## src/rtl/alu_pkg.sv

```systemverilog
// Shared ALU function-select and flag encodings plus the multiply sequencer state type.
// The NEG1/NEG2 states exist only when MUL_SIGNED_EN is defined.
package alu_pkg;

    localparam logic [4:0] ALU_PASS_A = 5'h10;
    localparam logic [4:0] ALU_PASS_B = 5'h11;
    localparam logic [4:0] ALU_NOT_A  = 5'h12;
    localparam logic [4:0] ALU_ADD    = 5'h14;
    localparam logic [4:0] ALU_LSR    = 5'h1C;

    localparam int FLAG_Z = 3;
    localparam int FLAG_C = 2;
    localparam int FLAG_N = 1;
    localparam int FLAG_O = 0;

    typedef enum logic [2:0] {
        S_IDLE = 3'd0,
        S_LOAD = 3'd1,
        S_ADD  = 3'd2,
        S_DBL  = 3'd3,
        S_SHR  = 3'd4,
        S_DONE = 3'd5
`ifdef MUL_SIGNED_EN
        ,
        S_NEG1 = 3'd6,
        S_NEG2 = 3'd7
`endif
    } mul_state_e;

endpackage

```

## src/rtl/alu_mul_sequencer_if.sv

```systemverilog
// Operand/function bus between the multiply sequencer (master) and the shared ALU (slave).
interface alu_mul_sequencer_if;

    logic [31:0] alu_a;
    logic [31:0] alu_b;
    logic [4:0]  alu_fun_sel;
    logic        alu_wf;
    logic [31:0] alu_out;
    logic [3:0]  alu_flags;

    modport master (
        output alu_a,
        output alu_b,
        output alu_fun_sel,
        output alu_wf,
        input  alu_out,
        input  alu_flags
    );

    modport slave (
        input  alu_a,
        input  alu_b,
        input  alu_fun_sel,
        input  alu_wf,
        output alu_out,
        output alu_flags
    );

endinterface

```

## src/rtl/alu_mul_sequencer.sv

```systemverilog
// Shift-and-add multiplier that runs every add, double and shift through the shared ALU.
// Define MUL_SIGNED_EN to add two's-complement operation (sign-magnitude plus final negate).
module alu_mul_sequencer
    import alu_pkg::*;
#(
    parameter int WIDTH = 16
) (
    input  logic                i_clk,
    input  logic                i_rst,
    input  logic                i_start,
    input  logic                i_signed,
    input  logic [WIDTH-1:0]    i_multiplicand,
    input  logic [WIDTH-1:0]    i_multiplier,
    output logic                o_busy,
    output logic                o_done,
    output logic [31:0]         o_product,
    alu_mul_sequencer_if.master alu
);

    mul_state_e  r_state;
    mul_state_e  w_state_nxt;
    mul_state_e  w_exit_state;

    logic [31:0] r_acc;
    logic [31:0] r_mcand;
    logic [31:0] r_mplier;
    logic        r_neg;
    logic [31:0] r_product;

    logic [31:0] w_mcand_init;
    logic [31:0] w_mplier_init;
    logic        w_neg_init;
    logic        w_unused;

`ifdef MUL_SIGNED_EN
    function automatic logic [31:0] magnitude(input logic [WIDTH-1:0] v, input logic as_signed);
        logic [WIDTH-1:0] m;
        m = (as_signed && v[WIDTH-1]) ? (~v + WIDTH'(1)) : v;
        return {{(32-WIDTH){1'b0}}, m};
    endfunction

    assign w_mcand_init  = magnitude(i_multiplicand, i_signed);
    assign w_mplier_init = magnitude(i_multiplier, i_signed);
    assign w_neg_init    = i_signed & (i_multiplicand[WIDTH-1] ^ i_multiplier[WIDTH-1]);
`else
    assign w_mcand_init  = {{(32-WIDTH){1'b0}}, i_multiplicand};
    assign w_mplier_init = {{(32-WIDTH){1'b0}}, i_multiplier};
    assign w_neg_init    = 1'b0;
`endif

    // Carry and overflow never matter for an in-range product; Signed is inert when unsigned-only.
    assign w_unused = ^{i_signed, r_neg, alu.alu_flags[FLAG_C], alu.alu_flags[FLAG_N],
                        alu.alu_flags[FLAG_O]};

    // NOTE: state registers use non-blocking assignments so every flop samples pre-edge values.
    always_ff @(posedge i_clk) begin
        if (i_rst) begin
            r_state <= S_IDLE;
        end else begin
            r_state <= w_state_nxt;
        end
    end

    // Z was latched by the ALU on the falling edge of this same cycle, so it describes alu_out now.
    always_comb begin
        if (alu.alu_flags[FLAG_Z]) begin
`ifdef MUL_SIGNED_EN
            w_exit_state = r_neg ? S_NEG1 : S_DONE;
`else
            w_exit_state = S_DONE;
`endif
        end else if (alu.alu_out[0]) begin
            w_exit_state = S_ADD;
        end else begin
            w_exit_state = S_DBL;
        end
    end

    // NOTE: every output gets its idle value first, so no branch can infer a latch.
    always_comb begin
        w_state_nxt     = r_state;
        alu.alu_a       = 32'd0;
        alu.alu_b       = 32'd0;
        alu.alu_fun_sel = ALU_PASS_A;
        alu.alu_wf      = 1'b0;

        case (r_state)
            S_IDLE: begin
                if (i_start) begin
                    w_state_nxt = S_LOAD;
                end
            end
            S_LOAD: begin
                // Multiplier was captured at Start so the operand need not stay on the pins.
                alu.alu_b       = r_mplier;
                alu.alu_fun_sel = ALU_PASS_B;
                alu.alu_wf      = 1'b1;
                w_state_nxt     = w_exit_state;
            end
            S_ADD: begin
                alu.alu_a       = r_acc;
                alu.alu_b       = r_mcand;
                alu.alu_fun_sel = ALU_ADD;
                w_state_nxt     = S_DBL;
            end
            S_DBL: begin
                alu.alu_a       = r_mcand;
                alu.alu_b       = r_mcand;
                alu.alu_fun_sel = ALU_ADD;
                w_state_nxt     = S_SHR;
            end
            S_SHR: begin
                alu.alu_a       = r_mplier;
                alu.alu_fun_sel = ALU_LSR;
                alu.alu_wf      = 1'b1;
                w_state_nxt     = w_exit_state;
            end
`ifdef MUL_SIGNED_EN
            S_NEG1: begin
                alu.alu_a       = r_acc;
                alu.alu_fun_sel = ALU_NOT_A;
                w_state_nxt     = S_NEG2;
            end
            S_NEG2: begin
                alu.alu_a       = r_acc;
                alu.alu_b       = 32'd1;
                alu.alu_fun_sel = ALU_ADD;
                w_state_nxt     = S_DONE;
            end
`endif
            S_DONE: begin
                w_state_nxt = S_IDLE;
            end
            default: begin
                w_state_nxt = S_IDLE;
            end
        endcase
    end

    always_ff @(posedge i_clk) begin
        if (i_rst) begin
            r_acc     <= 32'd0;
            r_mcand   <= 32'd0;
            r_mplier  <= 32'd0;
            r_neg     <= 1'b0;
            r_product <= 32'd0;
        end else begin
            case (r_state)
                S_IDLE: begin
                    if (i_start) begin
                        r_acc    <= 32'd0;
                        r_mcand  <= w_mcand_init;
                        r_mplier <= w_mplier_init;
                        r_neg    <= w_neg_init;
                    end
                end
                S_LOAD, S_SHR: r_mplier <= alu.alu_out;
                S_ADD:         r_acc    <= alu.alu_out;
                S_DBL:         r_mcand  <= alu.alu_out;
`ifdef MUL_SIGNED_EN
                S_NEG1, S_NEG2: r_acc   <= alu.alu_out;
`endif
                S_DONE:        r_product <= r_acc;
                default: ;
            endcase
        end
    end

    assign o_busy    = (r_state != S_IDLE) && (r_state != S_DONE);
    assign o_done    = (r_state == S_DONE);
    assign o_product = r_product;

endmodule
```

## src/flat_wrapper.sv

```systemverilog
// flat-port wrapper written by rule: the top's interface ports become plain ports
module alu_mul_sequencer_flat import alu_pkg::*;
#(
    parameter int WIDTH = 16
)
  (i_clk, i_rst, i_start, i_signed, i_multiplicand, i_multiplier, o_busy, o_done, o_product, alu_alu_a, alu_alu_b, alu_alu_fun_sel, alu_alu_wf, alu_alu_out, alu_alu_flags);
  alu_mul_sequencer_if alu_i ();
  input  logic i_clk;
  input  logic i_rst;
  input  logic i_start;
  input  logic i_signed;
  input  logic [WIDTH-1:0] i_multiplicand;
  input  logic [WIDTH-1:0] i_multiplier;
  output logic o_busy;
  output logic o_done;
  output logic [31:0] o_product;
  output wire logic [$bits(alu_i.alu_a)-1:0] alu_alu_a;
  output wire logic [$bits(alu_i.alu_b)-1:0] alu_alu_b;
  output wire logic [$bits(alu_i.alu_fun_sel)-1:0] alu_alu_fun_sel;
  output wire logic [$bits(alu_i.alu_wf)-1:0] alu_alu_wf;
  input wire logic [$bits(alu_i.alu_out)-1:0] alu_alu_out;
  input wire logic [$bits(alu_i.alu_flags)-1:0] alu_alu_flags;
  assign alu_alu_a = alu_i.alu_a;
  assign alu_alu_b = alu_i.alu_b;
  assign alu_alu_fun_sel = alu_i.alu_fun_sel;
  assign alu_alu_wf = alu_i.alu_wf;
  assign alu_i.alu_out = alu_alu_out;
  assign alu_i.alu_flags = alu_alu_flags;
  alu_mul_sequencer #(.WIDTH(WIDTH)) u_core (.i_clk(i_clk), .i_rst(i_rst), .i_start(i_start), .i_signed(i_signed), .i_multiplicand(i_multiplicand), .i_multiplier(i_multiplier), .o_busy(o_busy), .o_done(o_done), .o_product(o_product), .alu(alu_i));
endmodule
```

## config.mk

```make
export PLATFORM = sky130hd
export DESIGN_NAME = alu_mul_sequencer_flat
export DESIGN_NICKNAME = d
export VERILOG_FILES = /design/src/rtl/alu_pkg.sv /design/src/rtl/alu_mul_sequencer_if.sv /design/src/rtl/alu_mul_sequencer.sv /design/src/flat_wrapper.sv
export SDC_FILE = /design/constraint.sdc
export NUM_CORES = 1
export LEC_CHECK = 0
export CORE_ASPECT_RATIO = 0.6
export CORE_MARGIN = 1
export CORE_UTILIZATION = 33
export CTS_BUF_LIST = sky130_fd_sc_hd__clkbuf_8
export CTS_CLUSTER_SIZE = 25
export DETAILED_ROUTE_END_ITERATION = 10
export DONT_BUFFER_PORTS = 1
export HOLD_SLACK_MARGIN = 0.08
export SYNTH_ARGS = -nofsm -noshare
export SYNTH_HDL_FRONTEND = slang
export SYNTH_SLANG_ARGS = --single-unit
```

## constraint.sdc

```tcl
create_clock -name i_clk -period 1.45 [get_ports i_clk]
set_input_delay 0.0725 -clock i_clk [delete_from_list [all_inputs] [get_ports i_clk]]
set_output_delay 0.0725 -clock i_clk [all_outputs]
set_load 0.02 [all_outputs]
```

==> results.json <==
{
  "fin_ws_ps": -455,
  "routedWlPerCell_um": 23.7,
  "clock-skew-final_ps": 9.38,
  "dieArea_sq_um": 18400,
  "syn-cell-area_sq_um": 5900,
  "place.gp.congestion": 0.790,
  "clk_path_buf_depth": 2,
  "drcViolationCount": 0,
  "port_buffers": 0,
  "hpwl_um": 14800,
  "dieHeight_um": 106,
  "startpoint_type": "register",
  "pin_count": 176,
  "drv_cap": 0,
  "pwr-share-comb": 0.357,
  "status": "complete, but fails checks",
  "holdPathEnd": "u_core.o_product[9]",
  "violations": "hold timing, setup timing",
  "p_seq_frac": 0.373,
  "worstHoldStart": "i_rst",
  "antenna_found_initial": 0,
  "required_ps": 1380,
  "hold_ws_ps": -321,
  "fin_tns_setup_ps": -41160,
  "clock_sinks": 131,
  "fin_util": 0.582,
  "slew_viol_final": 0,
  "drt-total-wl_um": 26800,
  "cts_buffers": 17,
  "crit_arrival_ps": 1830,
  "finalSetupViolCount": 188,
  "power_density_nw_per_um2": 1120,
  "dp_slack_ps": -300,
  "row_count": 37,
  "vias": 6408,
  "min_path_cells": 1,
  "clk_latency_ps": 450,
  "cts_tree": "done",
  "syn_nets": 782,
  "ys_seq_area_frac": 0.445,
  "p_leak_uw": 0.00409,
  "nNetsFinal": 954,
  "synth_top_cell_by_area": "dfxtp_1",
  "syn_inst": 710,
  "drive_above_1_share": 0.456,
  "r2r-start": "u_core.r_state[1]",
  "grt_overflow": 0,
  "fin_crit_sh": 1.31,
  "ys_warn_count": 0,
  "grt_usage": 0.273,
  "finalHoldViolations": 85,
  "hp-class": "in -> reg",
  "finalPower_uw": 11300,
  "ys_ff_latch": 131,
  "via_per_inst": 5.68,
  "p_int_uw": 7420,
  "fin_crit_ps": 1910,
  "clockPowerShare": 0.270,
  "clkTransAtPathRegs_ps": 80,
  "synth_area_leaders": "dfxtp_1 44%, nand2_1 10%, a21oi_1 8.5%, a22o_1 6.8%, o21ai_0 5.7%",
  "r2r_end": "u_core.r_mcand[31]",
  "synth_top_area_frac": 0.445,
  "grt_max_degree": 90,
  "power.net_switching_uw": 3900,
  "synth_area_per_cell_sq_um": 8.31,
  "cts_hold_buf": 49,
  "first_pass_iters": 4,
  "vdd_drop_max_v": 0.000639,
  "coreArea_sq_um": 17300,
  "diodes": 0,
  "fin_cells": 1128,
  "grt_pass1_wl_um": 37400,
  "drt_iter0_drc": 503,
  "worstSetupPathType": "reg -> out",
  "end_kind": "output pin",
  "max_freq_ghz": 0.525,
  "r2r_setup_slack_ps": -360,
  "p_sw_frac": 0.344,
  "htree_levels": 4,
  "synth_cell_type_count": 38,
  "initial_core_util": 0.341,
  "rsz0062_at_grt": "yes",
  "rr_worst_depth": 6,
  "dp.cells": 969,
  "die_w_um": 175,
  "grt_pass1_vias": 6229,
  "clk_root_buffer_cell": "clkbuf_8",
  "area_delta_synth_final_pct": 70.9,
  "postRouteAntennaNets": 0,
  "cp_max_fo": 8
}
[final cells by class]
cell class,count,area (sq um)
clock buffer,20,275
multi-input combinational,493,4130
sequential,131,2630
inverter,19,73.8
clock inverter,11,97.6
timing repair buffer,220,2570
fill,1472,7240
tap,234,293
[how the worst max path moves through the flow]
stage | end | startpoint
floorplan | u_core.r_mcand[12] | u_core.r_state[1]
global placement | u_core.r_mplier[5] | u_core.r_state[2]
detailed placement | u_core.r_mplier[5] | u_core.r_state[2]
CTS | alu_alu_a[18] | u_core.r_state[1]
global route | alu_alu_a[2] | u_core.r_state[0]
finish | alu_alu_a[0] | u_core.r_state[0]
[repair_timing]
| action | CTS | global route |
|---|---|---|
| resized for setup | 226 | 200 |
| setup buffers | 30 | 45 |
| endpoints found under the hold margin | 131 | 114 |
| setup endpoints to repair | 199 | 199 |
| pin swaps | 40 | 112 |
| gates cloned | 9 | 8 |
[cell families (layout without fill, tap and decap cells)]
group	count (synthesis)	count (layout)	synth area share
AO/OA/AOI/OAI	267	267	0.294
AND/OR/NAND/NOR	189	190	0.132
flip-flops	131	131	0.445
buffers and inverters	87	270	0.0687
multiplexers	32	32	0.0543
other	2	2	0.00127
XOR/XNOR	2	2	0.00424
[critical path: stages, from the launching register on]
cell and delay [ps]:
dfxtp_4 380, buf_6 120, nor3b_4 230, buf_4 170, clkbuf_16 160, nand2_1 60
o21ai_1 90, buf_4 160
[cell usage in the layout (no fill, tap or decap), types with 3 or more instances in the layout]
| cell | count |
|---|---|
| o221ai_2 | 10 |
| buf_8 | 11 |
| clkinv_2 | 3 |
| buf_4 | 73 |
| a21oi_2 | 37 |
| dfxtp_4 | 3 |
| a311oi_2 | 7 |
| inv_1 | 23 |
| nand2_1 | 127 |
| dlygate4sd3_1 | 49 |
| buf_6 | 48 |
| o21ai_4 | 4 |
| o21ai_2 | 48 |
| o221ai_4 | 6 |
| buf_12 | 30 |
| mux2i_1 | 31 |
| dfxtp_1 | 128 |
| nand2_2 | 12 |
| a311oi_1 | 9 |
| a21oi_1 | 59 |
| o21ai_0 | 3 |
| clkbuf_16 | 7 |
| o21ai_1 | 12 |
| a22o_1 | 15 |
| a32o_1 | 16 |
| clkbuf_8 | 20 |
| nor2_4 | 5 |
| a22o_4 | 31 |
| a21oi_4 | 6 |
| nand2_4 | 24 |
[synthesized netlist by cell type]
| master | n |
|---|---|
| nor2b_1 | 3 |
| or3b_1 | 1 |
| and2_1 | 1 |
| a311oi_1 | 16 |
| nor3b_2 | 2 |
| nand3_1 | 2 |
| o32a_1 | 1 |
| nand2_1 | 163 |
| o21ai_0 | 67 |
| a21oi_4 | 1 |
| o221ai_1 | 16 |
| o21bai_1 | 1 |
| buf_6 | 5 |
| dfxtp_1 | 131 |
| a22o_1 | 46 |
| nor3_1 | 2 |
| a21oi_1 | 100 |
| a32o_1 | 16 |
| or4b_1 | 1 |
| a21o_1 | 2 |
| or3_1 | 1 |
| nor3b_1 | 1 |
| xnor2_1 | 1 |
| or2_2 | 1 |
| inv_1 | 19 |
| nor2_1 | 6 |
| clkbuf_1 | 37 |
| clkbuf_2 | 1 |
| or4b_2 | 1 |
| a21oi_2 | 1 |
| buf_1 | 1 |
| buf_2 | 20 |
| conb_1 | 2 |
| nand3b_1 | 2 |
| nand2b_1 | 2 |
| mux2i_1 | 32 |
| buf_4 | 4 |
| xor2_2 | 1 |
[power groups by stage]
stage / clock, uW / combinational (uW) / sequential [uW]
after CTS: 3090 / 3270 / 4150
final: 3060 / 4040 / 4220
after global placement: 0 / 2190 / 4180
after detailed placement: 0 / 2210 / 4190
after global routing: 3250 / 4200 / 4240
after floorplan: 0 / 1450 / 4090
[state kept, by name, indices dropped and copies added, names as in the netlist]
signal and flops:
u_core.r_acc 32, u_core.r_mcand 32, u_core.r_mplier 32, u_core.r_state 3
u_core.o_product 32
[through the flow]
step / instance area [sq um] / hold WS [ps]
2_1_floorplan: 5960 / 198
3_3_place_gp: 6770 / 146
3_5_place_dp: 6770 / 148
4_1_cts: 8870 / -346
5_1_grt: 10100 / -359
6_report: 10100 / -321
[metal layers]
metal	GRT usage	routed length (um)	part of all wire
met5	0	0	0
met4	0.0758	280	0.010
met3	0.0999	2380	0.089
met2	0.396	11600	0.44
met1	0.377	12500	0.47
(Power assumes the default switching activity.)
